## config.mk

```make
export PLATFORM = sky130hd
export DESIGN_NAME = clarvi_serial_regfile
export DESIGN_NICKNAME = d
export VERILOG_FILES = /design/src/rtl/clarvi_rf_pkg.sv /design/src/rtl/clarvi_rf_bram.sv /design/src/rtl/clarvi_serial_regfile.sv
export SDC_FILE = /design/constraint.sdc
export NUM_CORES = 2
export LEC_CHECK = 0
export CORE_ASPECT_RATIO = 0.6
export CORE_UTILIZATION = 53
export DETAILED_ROUTE_END_ITERATION = 8
export PLACE_DENSITY = 0.81
export SLEW_MARGIN = 20
export SYNTH_ARGS = -nofsm -noshare
export SYNTH_HDL_FRONTEND = slang
export SYNTH_SLANG_ARGS = --single-unit
```

## constraint.sdc

```tcl
create_clock -name clock -period 3.73 [get_ports clock]
set_input_delay 0.5595 -clock clock [delete_from_list [all_inputs] [get_ports clock]]
set_output_delay 0.5595 -clock clock [all_outputs]
set_load 0.03 [all_outputs]
```

## src/rtl/clarvi_rf_pkg.sv

```systemverilog
// ----------------------------------------------------------------------------
// | Module   : clarvi_rf_pkg                                                   |
// | Purpose  : Shared types and default geometry for the part-serial Clarvi    |
// |            register file.                                                  |
// | Revision : 1.0                                                             |
// ----------------------------------------------------------------------------
`default_nettype none

package clarvi_rf_pkg;

  // Default geometry: 32 x 64-bit registers held as 8-bit parts
  localparam int XLEN_DEF   = 64;
  localparam int PART_W_DEF = 8;
  localparam int NREGS_DEF  = 32;

  // Derived widths for the default geometry
  localparam int NPARTS     = XLEN_DEF / PART_W_DEF;
  localparam int REG_IDX_W  = $clog2(NREGS_DEF);
  localparam int PART_IDX_W = $clog2(NPARTS);

  // Read sequencer states
  typedef enum logic [0:0] {
    IDLE = 1'b0,
    BUSY = 1'b1
  } rf_rd_state_t;

endpackage

`default_nettype wire

```

## src/rtl/clarvi_rf_bram.sv

```systemverilog
// ----------------------------------------------------------------------------
// | Module   : clarvi_rf_bram                                                  |
// | Purpose  : One write port, two synchronous read ports. Each read port has  |
// |            its own copy of the array so each copy maps onto a simple       |
// |            dual-port block RAM. Read-first on address collision. No reset. |
// | Revision : 1.0                                                             |
// ----------------------------------------------------------------------------
`default_nettype none

module clarvi_rf_bram #(
  parameter int WIDTH  = 8,
  parameter int DEPTH  = 256,
  parameter int ADDR_W = $clog2(DEPTH)
) (
  input  logic              clock,
  input  logic              we,
  input  logic [ADDR_W-1:0] waddr,
  input  logic [WIDTH-1:0]  wdata,
  input  logic [ADDR_W-1:0] raddr_1,
  input  logic [ADDR_W-1:0] raddr_2,
  output logic [WIDTH-1:0]  rdata_1,
  output logic [WIDTH-1:0]  rdata_2
);

  logic [ADDR_W-1:0] raddr [2];

  assign raddr[0] = raddr_1;
  assign raddr[1] = raddr_2;

  for (genvar i = 0; i < 2; i++) begin : g_copy
    logic [WIDTH-1:0] mem [DEPTH];
    logic [WIDTH-1:0] q;

    // Replicated write, private registered read (old data on collision)
    always_ff @(posedge clock) begin
      if (we) mem[waddr] <= wdata;
      q <= mem[raddr[i]];
    end
  end

  assign rdata_1 = g_copy[0].q;
  assign rdata_2 = g_copy[1].q;

endmodule

`default_nettype wire

```

## src/rtl/clarvi_serial_regfile.sv

```systemverilog
// ----------------------------------------------------------------------------
// | Module   : clarvi_serial_regfile                                           |
// | Purpose  : Part-serial register file. A read sequencer streams two source  |
// |            registers one part per cycle; a write sequencer assembles a     |
// |            destination register from part beats. Register 0 is zero.      |
// | Config   : CLARVI_RF_BYPASS_EN - write-first forwarding when a read and a  |
// |            write hit the same {register, part} in the same cycle.          |
// |            Undefined: read-first (old RAM contents).                       |
// | Revision : 1.0                                                             |
// ----------------------------------------------------------------------------
`default_nettype none

module clarvi_serial_regfile
  import clarvi_rf_pkg::*;
#(
  parameter int XLEN   = XLEN_DEF,
  parameter int PART_W = PART_W_DEF,
  parameter int NREGS  = NREGS_DEF
) (
  input  logic                            clock,
  input  logic                            reset_n,
  input  logic                            rd_start,
  input  logic [$clog2(NREGS)-1:0]        rd_reg_1,
  input  logic [$clog2(NREGS)-1:0]        rd_reg_2,
  output logic                            rd_ready,
  output logic                            rd_valid,
  output logic [$clog2(XLEN/PART_W)-1:0]  rd_part,
  output logic                            rd_last,
  output logic [PART_W-1:0]               rd_data_1,
  output logic [PART_W-1:0]               rd_data_2,
  input  logic                            wr_valid,
  input  logic [$clog2(NREGS)-1:0]        wr_reg,
  input  logic [PART_W-1:0]               wr_data,
  output logic                            wr_done
);

  localparam int NP    = XLEN / PART_W;
  localparam int RW    = $clog2(NREGS);
  localparam int PW    = $clog2(NP);
  localparam int DEPTH = NREGS * NP;
  localparam int AW    = $clog2(DEPTH);

  localparam logic [PW-1:0] LAST_PART = PW'(NP - 1);

  // Flat RAM address of {register, part}
  function automatic logic [AW-1:0] addr_of(input logic [RW-1:0] r, input logic [PW-1:0] p);
    return AW'(r) * AW'(NP) + AW'(p);
  endfunction

  // ---------------- read sequencer ----------------
  rf_rd_state_t   state;
  logic [PW-1:0]  rd_cnt;
  logic [RW-1:0]  src_1, src_2;

  logic           issue;
  logic [PW-1:0]  issue_part;
  logic [RW-1:0]  issue_reg_1, issue_reg_2;

  // Select the part to send to the RAM this cycle
  always_comb begin
    issue       = 1'b0;
    issue_part  = rd_cnt;
    issue_reg_1 = src_1;
    issue_reg_2 = src_2;
    if (state == IDLE) begin
      issue       = rd_start;
      issue_part  = '0;
      issue_reg_1 = rd_reg_1;
      issue_reg_2 = rd_reg_2;
    end else begin
      issue = 1'b1;
    end
  end

  assign rd_ready = (state == IDLE);

  // Read FSM: accept a request in IDLE, walk the remaining parts in BUSY
  always_ff @(posedge clock) begin
    if (!reset_n) begin
      state  <= IDLE;
      rd_cnt <= '0;
      src_1  <= '0;
      src_2  <= '0;
    end else begin
      case (state)
        IDLE: begin
          if (rd_start) begin
            src_1  <= rd_reg_1;
            src_2  <= rd_reg_2;
            rd_cnt <= PW'(1);
            state  <= BUSY;
          end
        end
        BUSY: begin
          if (rd_cnt == LAST_PART) begin
            rd_cnt <= '0;
            state  <= IDLE;
          end else begin
            rd_cnt <= rd_cnt + PW'(1);
          end
        end
        default: begin
          rd_cnt <= '0;
          state  <= IDLE;
        end
      endcase
    end
  end

  logic zero_1, zero_2;

  // Stream qualifiers registered alongside the synchronous RAM output
  always_ff @(posedge clock) begin
    if (!reset_n) begin
      rd_valid <= 1'b0;
      rd_part  <= '0;
      rd_last  <= 1'b0;
      zero_1   <= 1'b0;
      zero_2   <= 1'b0;
    end else begin
      rd_valid <= issue;
      rd_part  <= issue_part;
      rd_last  <= issue && (issue_part == LAST_PART);
      zero_1   <= (issue_reg_1 == '0);
      zero_2   <= (issue_reg_2 == '0);
    end
  end

  // ---------------- write sequencer ----------------
  logic [PW-1:0] wr_cnt;
  logic [RW-1:0] wr_reg_q;
  logic [RW-1:0] wr_target;
  logic          ram_we;

  // Beat 0 takes the live index, later beats use the latched one
  assign wr_target = (wr_cnt == '0) ? wr_reg : wr_reg_q;
  // Register 0 never touches the RAM, but its beats are still counted
  assign ram_we    = reset_n && wr_valid && (wr_target != '0);

  // Beat counter, destination latch and completion pulse
  always_ff @(posedge clock) begin
    if (!reset_n) begin
      wr_cnt   <= '0;
      wr_reg_q <= '0;
      wr_done  <= 1'b0;
    end else begin
      wr_done <= wr_valid && (wr_cnt == LAST_PART);
      if (wr_valid) begin
        if (wr_cnt == '0) wr_reg_q <= wr_reg;
        wr_cnt <= (wr_cnt == LAST_PART) ? '0 : wr_cnt + PW'(1);
      end
    end
  end

  // ---------------- storage ----------------
  logic [AW-1:0]     raddr_1, raddr_2, waddr;
  logic [PART_W-1:0] ram_1, ram_2;

  assign raddr_1 = addr_of(issue_reg_1, issue_part);
  assign raddr_2 = addr_of(issue_reg_2, issue_part);
  assign waddr   = addr_of(wr_target, wr_cnt);

  clarvi_rf_bram #(
    .WIDTH  (PART_W),
    .DEPTH  (DEPTH),
    .ADDR_W (AW)
  ) u_bram (
    .clock   (clock),
    .we      (ram_we),
    .waddr   (waddr),
    .wdata   (wr_data),
    .raddr_1 (raddr_1),
    .raddr_2 (raddr_2),
    .rdata_1 (ram_1),
    .rdata_2 (ram_2)
  );

  logic [PART_W-1:0] sel_1, sel_2;

`ifdef CLARVI_RF_BYPASS_EN
  logic              byp_1, byp_2;
  logic [PART_W-1:0] byp_data;

  // Remember a same-cycle write to the address each port is reading
  always_ff @(posedge clock) begin
    if (!reset_n) begin
      byp_1    <= 1'b0;
      byp_2    <= 1'b0;
      byp_data <= '0;
    end else begin
      byp_1    <= ram_we && (waddr == raddr_1);
      byp_2    <= ram_we && (waddr == raddr_2);
      byp_data <= wr_data;
    end
  end

  assign sel_1 = byp_1 ? byp_data : ram_1;
  assign sel_2 = byp_2 ? byp_data : ram_2;
`else
  assign sel_1 = ram_1;
  assign sel_2 = ram_2;
`endif

  // Zero-register masking wins over RAM and bypass; idle outputs are low
  assign rd_data_1 = (rd_valid && !zero_1) ? sel_1 : '0;
  assign rd_data_2 = (rd_valid && !zero_2) ? sel_2 : '0;

endmodule

`default_nettype wire

```

==> summary.md <==
| Metric | Value |
|---|---|
| Core Rows | 114 |
| Worst slew margin | between 10% and 20% |
| First-pass GRT wire length | 459 mm |
| Final Max Slew Viols | 0 |
| Warnings, synthesis | 0 |
| Final WL | 338 mm |
| Remaining DRCs | 0 |
| Sequential power share | about half |
| Vias in the first global route | 56200 |
| Most common cell type on the critical path | buf_4 |
| Worst Max-Slew Pin Slew | 1.25 ns |
| Crit path buf inv count | 3 |
| XOR/XNOR Fraction of Synth Area | 0% |
| RSZ-0062 raised after global routing | no |
| Synth top cells by count | edfxtp_1, nor2_1, mux2i_1, nand2_1, o22ai_1 |
| Share of post-route cells with drive strength above 1 | between 20% and 30% |
| Chip Height | 316 um |
| DP HPWL | 233 mm |
| Placer congestion estimate | 1.08 |
| Status | finished with violations |
| Post-Synth Simple-Gate Area | 5.79% |
| Register clock-pin slew on the reported worst setup and hold paths | 0.07 ns |
| Failing checks | negative setup slack |
| Htree depth | 4 |
| CP max FO | 26 |
| Clock network power share | a little under two fifths |
| CP top delay family | compound AO/OA/AOI/OAI gates |
| Endpoints failing setup | 13 |
| Power Density | 495 nW/um^2 |
| GRT Residual Overflow | 0 |
| Final ANT Viol Nets | 0 |
| Post-synth ARST share | 0% |
| Core area | 162000 um^2 |
| Final WS setup | -0.142 ns |
| Fin. Hold Viols | 0 |
| TritonCTS buffer count | 188 |
| Die X-Extent | 525 um |
| IO buf count | 49 |
| Crit path launch type | register |
| 1st-iter DRT viols | roughly 12000 |
| Data arrival, critical path | 4.66 ns |
| Sum of negative setup slack | -0.524 ns |
| Clock Path Buffers | 4 |
| Slowest-stage cell, CP | dfxtp_4 |
| WP depth | 10 |
| Area contributors post-synth | edfxtp_1, mux4_2, mux2i_1 |
| Cell variety after synth | 85 |
| Top cell type by total area after synthesis | edfxtp_1 |
| CP Cell Sequence | buf_12 -> nand2_1 -> o22ai_1 -> nor3_1 -> buf_4 -> o221ai_1 -> o21ai_0 -> nor4_2 -> buf_4 -> o311a_1 |
| Drt wl/cell | 39.6 um |
| Gate power share | a little over a tenth |
| Largest family of logic cells by synthesized area | compound AO/OA/AOI/OAI gates |
| CTS Sinks | 2094 |
| LEAKAGE | 0.0335 uW |
| Initial core utilization | 53.7% |
| Hold WC Path Type | in2reg |
| CTS tree | done |
| First drt pass iteration count | 7 |
| Post-Syn Area | 87000 um^2 |
| Die ar. | between 150000 and 200000 um^2 |
| # IOs | 50 |
| Crit-path max cell delay | 0.63 ns |
| Final Hold Slack | 0.267 ns |
| Portion of netlist area occupied by mux cells | under 10% |
| Hold path cells | 1 |
| FF+latch count, synth | 2094 |
| Post-Route Skew | 0.0465 ns |
| Area grow syn2layout | 17.2% |
| Register area share after synthesis | 71.7% |
| WS Path Type | reg2reg |
| Compound-Gate Fraction of Synth Area | under 10% |
| Mean Syn Cell Area | between 15 and 20 um^2 |
| Worst Reg-to-Reg Cells | 10 |
| CTS root buffer | clkbuf_16 |
| Top cell type's share of synthesized area | 70.7% |
| FMAX | 258 MHz |
| Clk Latency, worst-skew pair | 0.87 ns |
| Period utilisation layout | 104% |
| Hold buffer count at CTS | 0 |
| Total GRT Usage | 40.2% |
| Layout Nets | about 6300 |
| Most frequent cell after synthesis | edfxtp_1 |
| Synth Area in Adders | 0.101% |
| Required time worst endpoint | 4.52 ns |
| Vias per cell | 7.15 |
| EDFF count, synth | 2048 |
| CP endpoint kind | register |
| Max cap viols | 0 |
| Via count | 61100 |
| Net Switching | 12500 uW |
| Synth Instances | 5482 |
| Ys flop type | edfxtp_1 |
| Largest net degree at the start of global routing | 109 |
| Peak VDD IR | 0.000481 V |
| Crit path time final | 3.87 ns |
| Pint | 38000 uW |
| Finished Core Util | 62.9% |
| Initial antenna violation count | 36 |
| Sw Ratio | 24.7% |
## per-stage QoR
stage / area, um^2 / power (uW) / instances / worst slack (ns)
finish: 102000 / 50400 / 8546 / -0.142
global route: 102000 / 51300 / 8516 / 0.0294
CTS: 102000 / 50100 / 8500 / 0.0199
detailed placement: 96000 / 31500 / 8177 / -0.123
global placement: 96000 / 31500 / 8177 / -0.420
floorplan: 87300 / 28700 / 5545 / 0.728
## cells by family after synthesis
| kind of cell | Yosys count |
|---|---|
| AND/OR/NAND/NOR | 1085 |
| flip-flops | 2094 |
| buffers and inverters | 435 |
| AO/OA/AOI/OAI | 1214 |
| other | 1 |
| multiplexers | 646 |
| adder cells (fa/ha/maj) | 7 |
## final cells by class
| type | instances | area [um^2] |
|---|---|---|
| Tap cell | 2146 | 2690 |
| Sequential cell | 2094 | 62400 |
| Timing Repair Buffer | 894 | 8090 |
| Clock inverter | 90 | 837 |
| Multi-Input combinational cell | 3016 | 22800 |
| Clock buffer | 233 | 4950 |
| Antenna cell | 41 | 103 |
| Fill cell | 11200 | 60000 |
| Inverter | 32 | 125 |
## sequential cells by signal, summed over array words and instances, names as in the netlist, 3 cells and up
signal             flops
wr_cnt                 3
wr_reg_q               5
u_bram.g_copy.mem   2048
rd_cnt                 3
rd_part                3
u_bram.rdata_1         8
src_2                  5
src_1                  5
u_bram.rdata_2         8
## metal layers
metal  vias to the layer above  track usage, %  share of wire (%)
li1                      23500               -                  -
met1                     30400            59.4                 39
met2                      6253            52.8                 39
met3                       915            17.3                 18
met4                        32            13.4                4.0
met5                         -            1.19               0.15
## power by group through the flow
stage	Combinational (uW)	Clock, uW	Sequential, uW
floorplan	2180	0	26500
global placement	4880	0	26600
detailed placement	4920	0	26600
CTS	4960	19000	26100
global route	5240	19900	26100
finish	5260	19100	26100
## path summary, 6_finish.rpt
path                   start                      endpoint  slack, ns
setup / recovery   rd_cnt[2]             u_bram.rdata_2[1]      -0.14
hold / removal    wr_data[4]  u_bram.g_copy[1].mem[154][4]       0.27
setup reg to reg   rd_cnt[2]             u_bram.rdata_2[1]      -0.14
hold reg to reg     src_2[4]                      src_2[4]       0.49
## worst register-to-register path: stages, from the launching register on
cell      delay (ns)
dfxtp_4         0.63
buf_12          0.31
nand2_1         0.55
o22ai_1         0.43
nor3_1          0.10
buf_4           0.17
o221ai_1        0.45
o21ai_0         0.25
nor4_2          0.58
buf_4           0.20
o311a_1         0.14
## repair_timing
action | in CTS | in global routing
cloned | 0 | 0
pin swaps | 0 | 1
buffers inserted | 0 | 5
endpoints found under the setup margin | 4 | 29
endpoints found under the hold margin | 0 | 0
resized for setup | 5 | 10
## cell usage in the layout (no fill, tap or decap), drive strengths merged, types with 28 or more instances in the layout
cell type	count
o211ai	52
a21oi	164
nor3	35
o221ai	121
diode	41
edfxtp	2048
o21ai	139
dfxtp	46
conb	64
mux2	189
nor2	496
clkdlybuf4s50	41
a22oi	70
clkinv	64
and2	53
o22ai	195
and3	28
a31oi	44
a211oi	99
buf	845
nor2b	31
nand2	236
clkbuf	241
a221oi	52
mux4	151
nand3	59
inv	37
mux2i	306
a211o	29
Power figures use the tool's default switching activity.
